[src/rtl/ldpc_decode_ctrl_p_if.sv]
// Handshake bundle between the LDPC frame controller and the buffer / NMS core / output shifter.
interface ldpc_decode_ctrl_p_if #(
  parameter int ITER_W = 4,
  parameter int AW_IN  = 5,
  parameter int AW_OUT = 4
);
  logic              ready;
  logic              en_din;
  logic [ITER_W-1:0] max_iter_cfg;
  logic              iter_done;
  logic              syndrome_ok;
  logic              out_ready;
  logic              abort;
  logic              load;
  logic [AW_IN-1:0]  load_addr;
  logic              start_iter;
  logic              first_iter;
  logic              load_vout;
  logic              en_out;
  logic              shift_out;
  logic [AW_OUT-1:0] out_addr;
  logic              rst_flag;
  logic              busy;
  logic              frame_done;
  logic              decode_ok;
  logic [ITER_W-1:0] iter_count;

  modport slave (
    input  ready, en_din, max_iter_cfg, iter_done, syndrome_ok, out_ready, abort,
    output load, load_addr, start_iter, first_iter, load_vout, en_out, shift_out,
           out_addr, rst_flag, busy, frame_done, decode_ok, iter_count
  );

  modport master (
    output ready, en_din, max_iter_cfg, iter_done, syndrome_ok, out_ready, abort,
    input  load, load_addr, start_iter, first_iter, load_vout, en_out, shift_out,
           out_addr, rst_flag, busy, frame_done, decode_ok, iter_count
  );
endinterface

[src/rtl/ldpc_decode_ctrl_p.sv]
// Frame sequencer for the QC-LDPC NMS decoder: load, iterate with early exit, unload.
// state | meaning
// IDLE  | waiting for ready, limit latched on exit
// LOAD  | counting accepted input words
// START | one-cycle start_iter pulse
// ITER  | waiting for iter_done from the NMS core
// FLUSH | capture hard decisions into the output shifter
// OUT   | streaming output words under backpressure
// DONE  | frame_done pulse with flag clear
module ldpc_decode_ctrl_p #(
  parameter int LOAD_WORDS = 24,
  parameter int OUT_WORDS  = 12,
  parameter int MAX_ITER   = 15,
  parameter int ITER_W     = 4,
  parameter int AW_IN      = 5,
  parameter int AW_OUT     = 4
) (
  input logic                  i_clk,
  input logic                  i_rst_n,
  ldpc_decode_ctrl_p_if.slave  bus
);
  typedef enum logic [2:0] {
    S_IDLE  = 3'd0,
    S_LOAD  = 3'd1,
    S_START = 3'd2,
    S_ITER  = 3'd3,
    S_FLUSH = 3'd4,
    S_OUT   = 3'd5,
    S_DONE  = 3'd6
  } state_t;

  localparam logic [ITER_W-1:0] LP_MAX_ITER  = ITER_W'(MAX_ITER);
  localparam logic [AW_IN-1:0]  LP_LOAD_LAST = AW_IN'(LOAD_WORDS - 1);
  localparam logic [AW_OUT-1:0] LP_OUT_LAST  = AW_OUT'(OUT_WORDS - 1);

  state_t            r_state;
  state_t            w_next;
  logic [AW_IN-1:0]  r_load_cnt;
  logic [AW_OUT-1:0] r_out_cnt;
  logic [ITER_W-1:0] r_iter_cnt;
  logic [ITER_W-1:0] r_limit;
  logic              r_decode_ok;
  logic [ITER_W-1:0] w_cfg_limit;
  logic [ITER_W-1:0] w_iter_inc;
  logic              w_abort;

  assign w_cfg_limit = (bus.max_iter_cfg == '0 || bus.max_iter_cfg > LP_MAX_ITER)
                       ? LP_MAX_ITER : bus.max_iter_cfg;
  assign w_iter_inc  = r_iter_cnt + ITER_W'(1);
  assign w_abort     = bus.abort && (r_state != S_IDLE);

  always_ff @(posedge i_clk or negedge i_rst_n) begin
    if (!i_rst_n) r_state <= S_IDLE;
    else          r_state <= w_next;
  end

  always_comb begin
    w_next = r_state;
    if (w_abort) begin
      w_next = S_IDLE;
    end else begin
      case (r_state)
        S_IDLE:  if (bus.ready) w_next = S_LOAD;
        S_LOAD:  if (bus.en_din && r_load_cnt == LP_LOAD_LAST) w_next = S_START;
        S_START: w_next = S_ITER;
        S_ITER: begin
          if (bus.iter_done) begin
            if (bus.syndrome_ok || w_iter_inc == r_limit) w_next = S_FLUSH;
            else                                          w_next = S_START;
          end
        end
        S_FLUSH: w_next = S_OUT;
        S_OUT:   if (bus.out_ready && r_out_cnt == LP_OUT_LAST) w_next = S_DONE;
        S_DONE:  w_next = S_IDLE;
        default: w_next = S_IDLE;
      endcase
    end
  end

  always_comb begin
    bus.load       = 1'b0;
    bus.load_addr  = '0;
    bus.start_iter = 1'b0;
    bus.first_iter = 1'b0;
    bus.load_vout  = 1'b0;
    bus.en_out     = 1'b0;
    bus.shift_out  = 1'b0;
    bus.out_addr   = '0;
    bus.rst_flag   = 1'b1;
    bus.frame_done = 1'b0;
    bus.busy       = (r_state != S_IDLE);
    if (w_abort) begin
      bus.rst_flag = 1'b0;
    end else begin
      case (r_state)
        S_LOAD: begin
          bus.load      = bus.en_din;
          bus.load_addr = r_load_cnt;
        end
        S_START: begin
          bus.start_iter = 1'b1;
          bus.first_iter = (r_iter_cnt == '0);
        end
        S_FLUSH: bus.load_vout = 1'b1;
        S_OUT: begin
          bus.en_out    = 1'b1;
          bus.out_addr  = r_out_cnt;
          bus.shift_out = bus.out_ready;
        end
        S_DONE: begin
          bus.rst_flag   = 1'b0;
          bus.frame_done = 1'b1;
        end
        default: ;
      endcase
    end
  end

  // Counters hold at their terminal value; the FSM leaves the state on that same edge.
  always_ff @(posedge i_clk or negedge i_rst_n) begin
    if (!i_rst_n) begin
      r_load_cnt  <= '0;
      r_out_cnt   <= '0;
      r_iter_cnt  <= '0;
      r_decode_ok <= 1'b0;
      r_limit     <= LP_MAX_ITER;
    end else if (w_abort) begin
      r_decode_ok <= 1'b0;
    end else begin
      case (r_state)
        S_IDLE: begin
          if (bus.ready) begin
            r_load_cnt  <= '0;
            r_iter_cnt  <= '0;
            r_decode_ok <= 1'b0;
            r_limit     <= w_cfg_limit;
          end
        end
        S_LOAD: begin
          if (bus.en_din && r_load_cnt != LP_LOAD_LAST) r_load_cnt <= r_load_cnt + AW_IN'(1);
        end
        S_ITER: begin
          if (bus.iter_done) begin
            r_iter_cnt <= w_iter_inc;
            if (bus.syndrome_ok)            r_decode_ok <= 1'b1;
            else if (w_iter_inc == r_limit) r_decode_ok <= 1'b0;
          end
        end
        S_FLUSH: r_out_cnt <= '0;
        S_OUT: begin
          if (bus.out_ready && r_out_cnt != LP_OUT_LAST) r_out_cnt <= r_out_cnt + AW_OUT'(1);
        end
        default: ;
      endcase
    end
  end

  assign bus.decode_ok  = r_decode_ok;
  assign bus.iter_count = r_iter_cnt;
endmodule

[src/flat_wrapper.sv]
// flat-port wrapper written by rule: the top's interface ports become plain ports
module ldpc_decode_ctrl_p_flat 
#(
  parameter int LOAD_WORDS = 24,
  parameter int OUT_WORDS  = 12,
  parameter int MAX_ITER   = 15,
  parameter int ITER_W     = 4,
  parameter int AW_IN      = 5,
  parameter int AW_OUT     = 4
)
  (i_clk, i_rst_n, bus_ready, bus_en_din, bus_max_iter_cfg, bus_iter_done, bus_syndrome_ok, bus_out_ready, bus_abort, bus_load, bus_load_addr, bus_start_iter, bus_first_iter, bus_load_vout, bus_en_out, bus_shift_out, bus_out_addr, bus_rst_flag, bus_busy, bus_frame_done, bus_decode_ok, bus_iter_count);
  ldpc_decode_ctrl_p_if #(.ITER_W(ITER_W), .AW_IN(AW_IN), .AW_OUT(AW_OUT)) bus_i ();
  input logic i_clk;
  input logic i_rst_n;
  input wire logic [$bits(bus_i.ready)-1:0] bus_ready;
  input wire logic [$bits(bus_i.en_din)-1:0] bus_en_din;
  input wire logic [$bits(bus_i.max_iter_cfg)-1:0] bus_max_iter_cfg;
  input wire logic [$bits(bus_i.iter_done)-1:0] bus_iter_done;
  input wire logic [$bits(bus_i.syndrome_ok)-1:0] bus_syndrome_ok;
  input wire logic [$bits(bus_i.out_ready)-1:0] bus_out_ready;
  input wire logic [$bits(bus_i.abort)-1:0] bus_abort;
  output wire logic [$bits(bus_i.load)-1:0] bus_load;
  output wire logic [$bits(bus_i.load_addr)-1:0] bus_load_addr;
  output wire logic [$bits(bus_i.start_iter)-1:0] bus_start_iter;
  output wire logic [$bits(bus_i.first_iter)-1:0] bus_first_iter;
  output wire logic [$bits(bus_i.load_vout)-1:0] bus_load_vout;
  output wire logic [$bits(bus_i.en_out)-1:0] bus_en_out;
  output wire logic [$bits(bus_i.shift_out)-1:0] bus_shift_out;
  output wire logic [$bits(bus_i.out_addr)-1:0] bus_out_addr;
  output wire logic [$bits(bus_i.rst_flag)-1:0] bus_rst_flag;
  output wire logic [$bits(bus_i.busy)-1:0] bus_busy;
  output wire logic [$bits(bus_i.frame_done)-1:0] bus_frame_done;
  output wire logic [$bits(bus_i.decode_ok)-1:0] bus_decode_ok;
  output wire logic [$bits(bus_i.iter_count)-1:0] bus_iter_count;
  assign bus_i.ready = bus_ready;
  assign bus_i.en_din = bus_en_din;
  assign bus_i.max_iter_cfg = bus_max_iter_cfg;
  assign bus_i.iter_done = bus_iter_done;
  assign bus_i.syndrome_ok = bus_syndrome_ok;
  assign bus_i.out_ready = bus_out_ready;
  assign bus_i.abort = bus_abort;
  assign bus_load = bus_i.load;
  assign bus_load_addr = bus_i.load_addr;
  assign bus_start_iter = bus_i.start_iter;
  assign bus_first_iter = bus_i.first_iter;
  assign bus_load_vout = bus_i.load_vout;
  assign bus_en_out = bus_i.en_out;
  assign bus_shift_out = bus_i.shift_out;
  assign bus_out_addr = bus_i.out_addr;
  assign bus_rst_flag = bus_i.rst_flag;
  assign bus_busy = bus_i.busy;
  assign bus_frame_done = bus_i.frame_done;
  assign bus_decode_ok = bus_i.decode_ok;
  assign bus_iter_count = bus_i.iter_count;
  ldpc_decode_ctrl_p #(.LOAD_WORDS(LOAD_WORDS), .OUT_WORDS(OUT_WORDS), .MAX_ITER(MAX_ITER), .ITER_W(ITER_W), .AW_IN(AW_IN), .AW_OUT(AW_OUT)) u_core (.i_clk(i_clk), .i_rst_n(i_rst_n), .bus(bus_i));
endmodule
[config.mk]
export PLATFORM = sky130hd
export DESIGN_NAME = ldpc_decode_ctrl_p_flat
export DESIGN_NICKNAME = d
export VERILOG_FILES = /design/src/rtl/ldpc_decode_ctrl_p_if.sv /design/src/rtl/ldpc_decode_ctrl_p.sv /design/src/flat_wrapper.sv
export SDC_FILE = /design/constraint.sdc
export NUM_CORES = 1
export LEC_CHECK = 0
export ABC_CLOCK_PERIOD_IN_PS = 3300
export CAP_MARGIN = 15
export CELL_PAD_IN_SITES_DETAIL_PLACEMENT = 1
export CELL_PAD_IN_SITES_GLOBAL_PLACEMENT = 1
export CORE_ASPECT_RATIO = 0.7
export CORE_UTILIZATION = 30
export DETAILED_ROUTE_END_ITERATION = 10
export PLACE_DENSITY = 0.67
export SLEW_MARGIN = 20
export SYNTH_ARGS = -nofsm -noshare
export SYNTH_HDL_FRONTEND = slang
export SYNTH_SLANG_ARGS = --single-unit
[constraint.sdc]
create_clock -name i_clk -period 3.3 [get_ports i_clk]
set_clock_uncertainty 0.1 [all_clocks]
set_input_delay 0.825 -clock i_clk [delete_from_list [all_inputs] [get_ports i_clk]]
set_output_delay 0.825 -clock i_clk [all_outputs]
set_load 0.005 [all_outputs]
==> impl_metrics.prom <==
# TYPE chip_impl_metric gauge
chip_impl_info{name="run_status",value="finished clean"} 1
chip_impl_info{name="element_type_at_the_critical_path_end",value="output pin"} 1
chip_impl_metric{name="die_area",unit="um2"} 5330
chip_impl_info{name="layout_common_cells",value="33 x clkdlybuf4s50_1, 17 x dfrtp_1, 16 x o21ai_0, 16 x nand2_1, 12 x and2_1"} 1
chip_impl_metric{name="number_of_clock_sinks",unit=""} 21
chip_impl_info{name="ys_dominant_reg_cell",value="dfrtp_1"} 1
chip_impl_metric{name="syn_nets",unit=""} 188
chip_impl_metric{name="timing.critical_path.fanout_max",unit=""} 7
chip_impl_metric{name="antenna_left",unit=""} 0
chip_impl_metric{name="power.density",unit="nW/um2"} 643
chip_impl_metric{name="synthToLayoutAreaGrowth",unit="%"} 33.2
chip_impl_info{name="cts_tree",value="built"} 1
chip_impl_metric{name="layout.cells.non_filler",unit=""} 279
chip_impl_metric{name="clock_tree.buffer_depth",unit=""} 2
chip_impl_metric{name="maxSlewViolCount",unit=""} 0
chip_impl_metric{name="place.port_buffers",unit=""} 34
chip_impl_metric{name="cts_htree_levels",unit=""} 1
chip_impl_info{name="critical_path.startpoint_type",value="input port"} 1
chip_impl_metric{name="fp.coreArea",unit="um2"} 4810
chip_impl_info{name="r2r-start",value="u_core.r_state[0]"} 1
chip_impl_metric{name="final_cell_area",unit="um2"} 2010
chip_impl_metric{name="critical_path_arrival",unit="ps"} 2220
chip_impl_metric{name="grt_start_max_net_pins",unit=""} 22
chip_impl_metric{name="gp_routability_congestion",unit=""} 0.772
chip_impl_info{name="worst_r2r_endpoint",value="u_core.r_load_cnt[3]"} 1
chip_impl_metric{name="timing.final.crit_share",unit=""} 0.953
chip_impl_metric{name="finalHoldViolCount",unit=""} 0
chip_impl_metric{name="max-cap-violations",unit=""} 0
chip_impl_info{name="cp-startpoint",value="bus_abort"} 1
chip_impl_metric{name="route.detailed.drc",unit=""} 0
chip_impl_metric{name="final_util",unit=""} 0.418
chip_impl_metric{name="die_width",unit="um"} 86.8
chip_impl_metric{name="clock_pin_slew_of_the_registers_on_the_worst_case_setup_and_hold_paths",unit="ps"} 80
chip_impl_metric{name="avgRoutedWirePerCell",unit="um"} 15.5
chip_impl_info{name="cts_root_buffer",value="clkbuf_8"} 1
chip_impl_metric{name="count_of_mapped_cells_out_of_synthesis",unit=""} 172
chip_impl_metric{name="vdd_drop_max",unit="uV"} 193
chip_impl_metric{name="reg2reg_slack",unit="ps"} 1110
chip_impl_metric{name="number_of_synthesized_flops_with_an_enable_pin",unit=""} 0
chip_impl_metric{name="number_of_antenna_violations_at_the_first_check_in_global_routing",unit=""} 0
chip_impl_metric{name="postPlaceCellArea",unit="um2"} 1950
chip_impl_metric{name="holdPathStages",unit=""} 2
chip_impl_metric{name="postSynthRegisterBits",unit=""} 21
chip_impl_metric{name="row_count",unit=""} 21
chip_impl_metric{name="setup_total_negative_slack",unit="ps"} 0
chip_impl_metric{name="holdWs",unit="ps"} 365
chip_impl_metric{name="timing.max_slew.rel_slack",unit=""} 0.579
chip_impl_info{name="min-delay-path-class",value="flip-flop to flip-flop"} 1
chip_impl_metric{name="io-pin-count",unit=""} 35
chip_impl_metric{name="worstMarginPinSlew",unit="ps"} 632
chip_impl_metric{name="drt-pass1-iter-count",unit=""} 4
chip_impl_metric{name="synth_sequential_area_ratio",unit=""} 0.351
chip_impl_metric{name="overall_track_demand_over_capacity_in_global_routing",unit=""} 0.174
chip_impl_metric{name="ys_async_sr_fraction",unit=""} 1.00
chip_impl_metric{name="global_route_wire_length_before_repair",unit="um"} 6960
chip_impl_metric{name="cts-buffers-inserted",unit=""} 3
chip_impl_metric{name="max_freq",unit="MHz"} 318
chip_impl_info{name="worst_setup_path_endpoint",value="bus_load_addr[0]"} 1
chip_impl_metric{name="r2r_cell_count",unit=""} 6
chip_impl_metric{name="critical_path_required",unit="ps"} 2370
chip_impl_metric{name="drtIter0Drc",unit=""} 26
chip_impl_metric{name="clock_latency",unit="ps"} 270
chip_impl_metric{name="die_height",unit="um"} 61.4
chip_impl_metric{name="num-fill-cells",unit=""} 562
chip_impl_metric{name="initial_utilization",unit=""} 0.314
chip_impl_info{name="layout.cells.most_common",value="clkdlybuf4s50_1"} 1
chip_impl_metric{name="grt_remaining_overflow",unit=""} 0
chip_impl_metric{name="finalSetupViolCount",unit=""} 0
chip_impl_metric{name="syn_area",unit="um2"} 1510
chip_impl_info{name="setup_repair_after_global_routing_missed_its_margin",value="no"} 1
chip_impl_metric{name="synth_warnings",unit=""} 0
chip_impl_metric{name="vias_in_the_first_global_route",unit=""} 1355
chip_impl_metric{name="dp_hpwl",unit="um"} 3260
chip_impl_metric{name="leakage",unit="nW"} 0.829
chip_impl_metric{name="finalWirelength",unit="um"} 4320
chip_impl_metric{name="vias_per_cell",unit=""} 5.09
chip_impl_metric{name="ys_types",unit=""} 46
chip_impl_metric{name="insertedDiodeCount",unit=""} 0
chip_impl_metric{name="avgSynthCellArea",unit="um2"} 8.78
chip_impl_info{name="crit_type",value="input port to output pin"} 1
chip_impl_metric{name="placed_cells",unit=""} 274
chip_impl_metric{name="vias",unit=""} 1420
chip_impl_metric{name="post_route_cells_drive_above_1_share",unit=""} 0.129
chip_impl_metric{name="final_nets",unit=""} 227
chip_impl_metric{name="period_needed",unit="ps"} 3140
chip_impl_metric{name="hold_buffers",unit=""} 0
## worst min-delay path by stage
stage | from | endpoint | slack (ps)
after detailed placement | u_core.r_limit[1] | u_core.r_limit[1] | 360
final | u_core.r_limit[2] | u_core.r_limit[2] | 370
after global routing | u_core.r_limit[1] | u_core.r_limit[1] | 390
after global placement | u_core.r_limit[2] | u_core.r_limit[2] | 360
after CTS | u_core.r_limit[1] | u_core.r_limit[1] | 370
after floorplan | u_core.r_limit[2] | u_core.r_limit[2] | 340
## cells by family after synthesis
family,count (synthesis),synth area share
buf+inv,19,0.0555
flops,21,0.351
compound gates,44,0.192
simple gates,73,0.291
fa+ha+maj,4,0.0331
xor+xnor,7,0.0505
mux,4,0.0265
## cell usage after synthesis (all sizes together), types with 2 or more instances
cell type / number / share of area
a31oi: 3 / 0.017
clkbuf: 5 / 0.012
nand2: 16 / 0.040
inv: 9 / 0.022
xnor2: 3 / 0.017
xor2: 3 / 0.017
and2: 12 / 0.050
o31ai: 5 / 0.025
dfstp: 4 / 0.070
nor4: 2 / 0.0083
o21ai: 18 / 0.062
and3: 3 / 0.012
mux2i: 4 / 0.027
nand3: 6 / 0.020
nand4: 2 / 0.0083
dfrtp: 17 / 0.28
buf: 5 / 0.021
nor3: 8 / 0.027
a21oi: 8 / 0.027
a211oi: 2 / 0.017
nand2b: 3 / 0.012
nor4b: 2 / 0.026
nor2: 5 / 0.012
nand3b: 3 / 0.015
ha: 4 / 0.033
or3: 3 / 0.012
a22o: 3 / 0.017
## metal layers
metal / routed length, um / global-route usage
met2: 2000 / 0.282
met4: 22 / 0.0357
met5: 0 / 0
met3: 171 / 0.0362
met1: 2120 / 0.244
## worst max-delay path: stages
cell	delay [ps]
dlygate4sd2_1	310
nor4b_4	280
buf_4	180
and2_1	130
clkdlybuf4s50_1	490
## through the flow
stage / power [mW] / setup WS (ps)
floorplan: 0.872 / 903
global placement: 1.08 / -78.1
detailed placement: 1.11 / -145
CTS: 1.30 / 155
global route: 1.41 / 98.9
finish: 1.29 / 156
## registers in the layout, summed over array words and instances, names as in the netlist
name	cells
u_core.r_out_cnt	4
u_core.r_limit	4
u_core.r_load_cnt	5
u_core.bus.iter_count	4
u_core.bus.decode_ok	1
u_core.r_state	3
## final cells by class
class | instances | area, um2 | share of cell area
clock buffers | 3 | 41.3 | 0.0205
flip-flops and latches | 21 | 531 | 0.264
clock inverters | 1 | 5.00 | 0.00249
multi-input cells | 132 | 901 | 0.448
inverters | 9 | 33.8 | 0.0168
repair buffers | 44 | 414 | 0.206
well taps | 69 | 86.3 | 0.0429
## repair_timing
| action | in CTS | in global routing |
|---|---|---|
| endpoints found under the setup margin | 13 | 0 |
| setup buffers | 1 | 0 |
| gates resized for setup | 2 | 0 |
## power by group
group | internal, mW | switching, mW
clock | 0.0844 | 0.0929
combinational | 0.312 | 0.307
sequential | 0.349 | 0.148
total | 0.746 | 0.548
No activity file was read; power rests on OpenSTA's default activity.
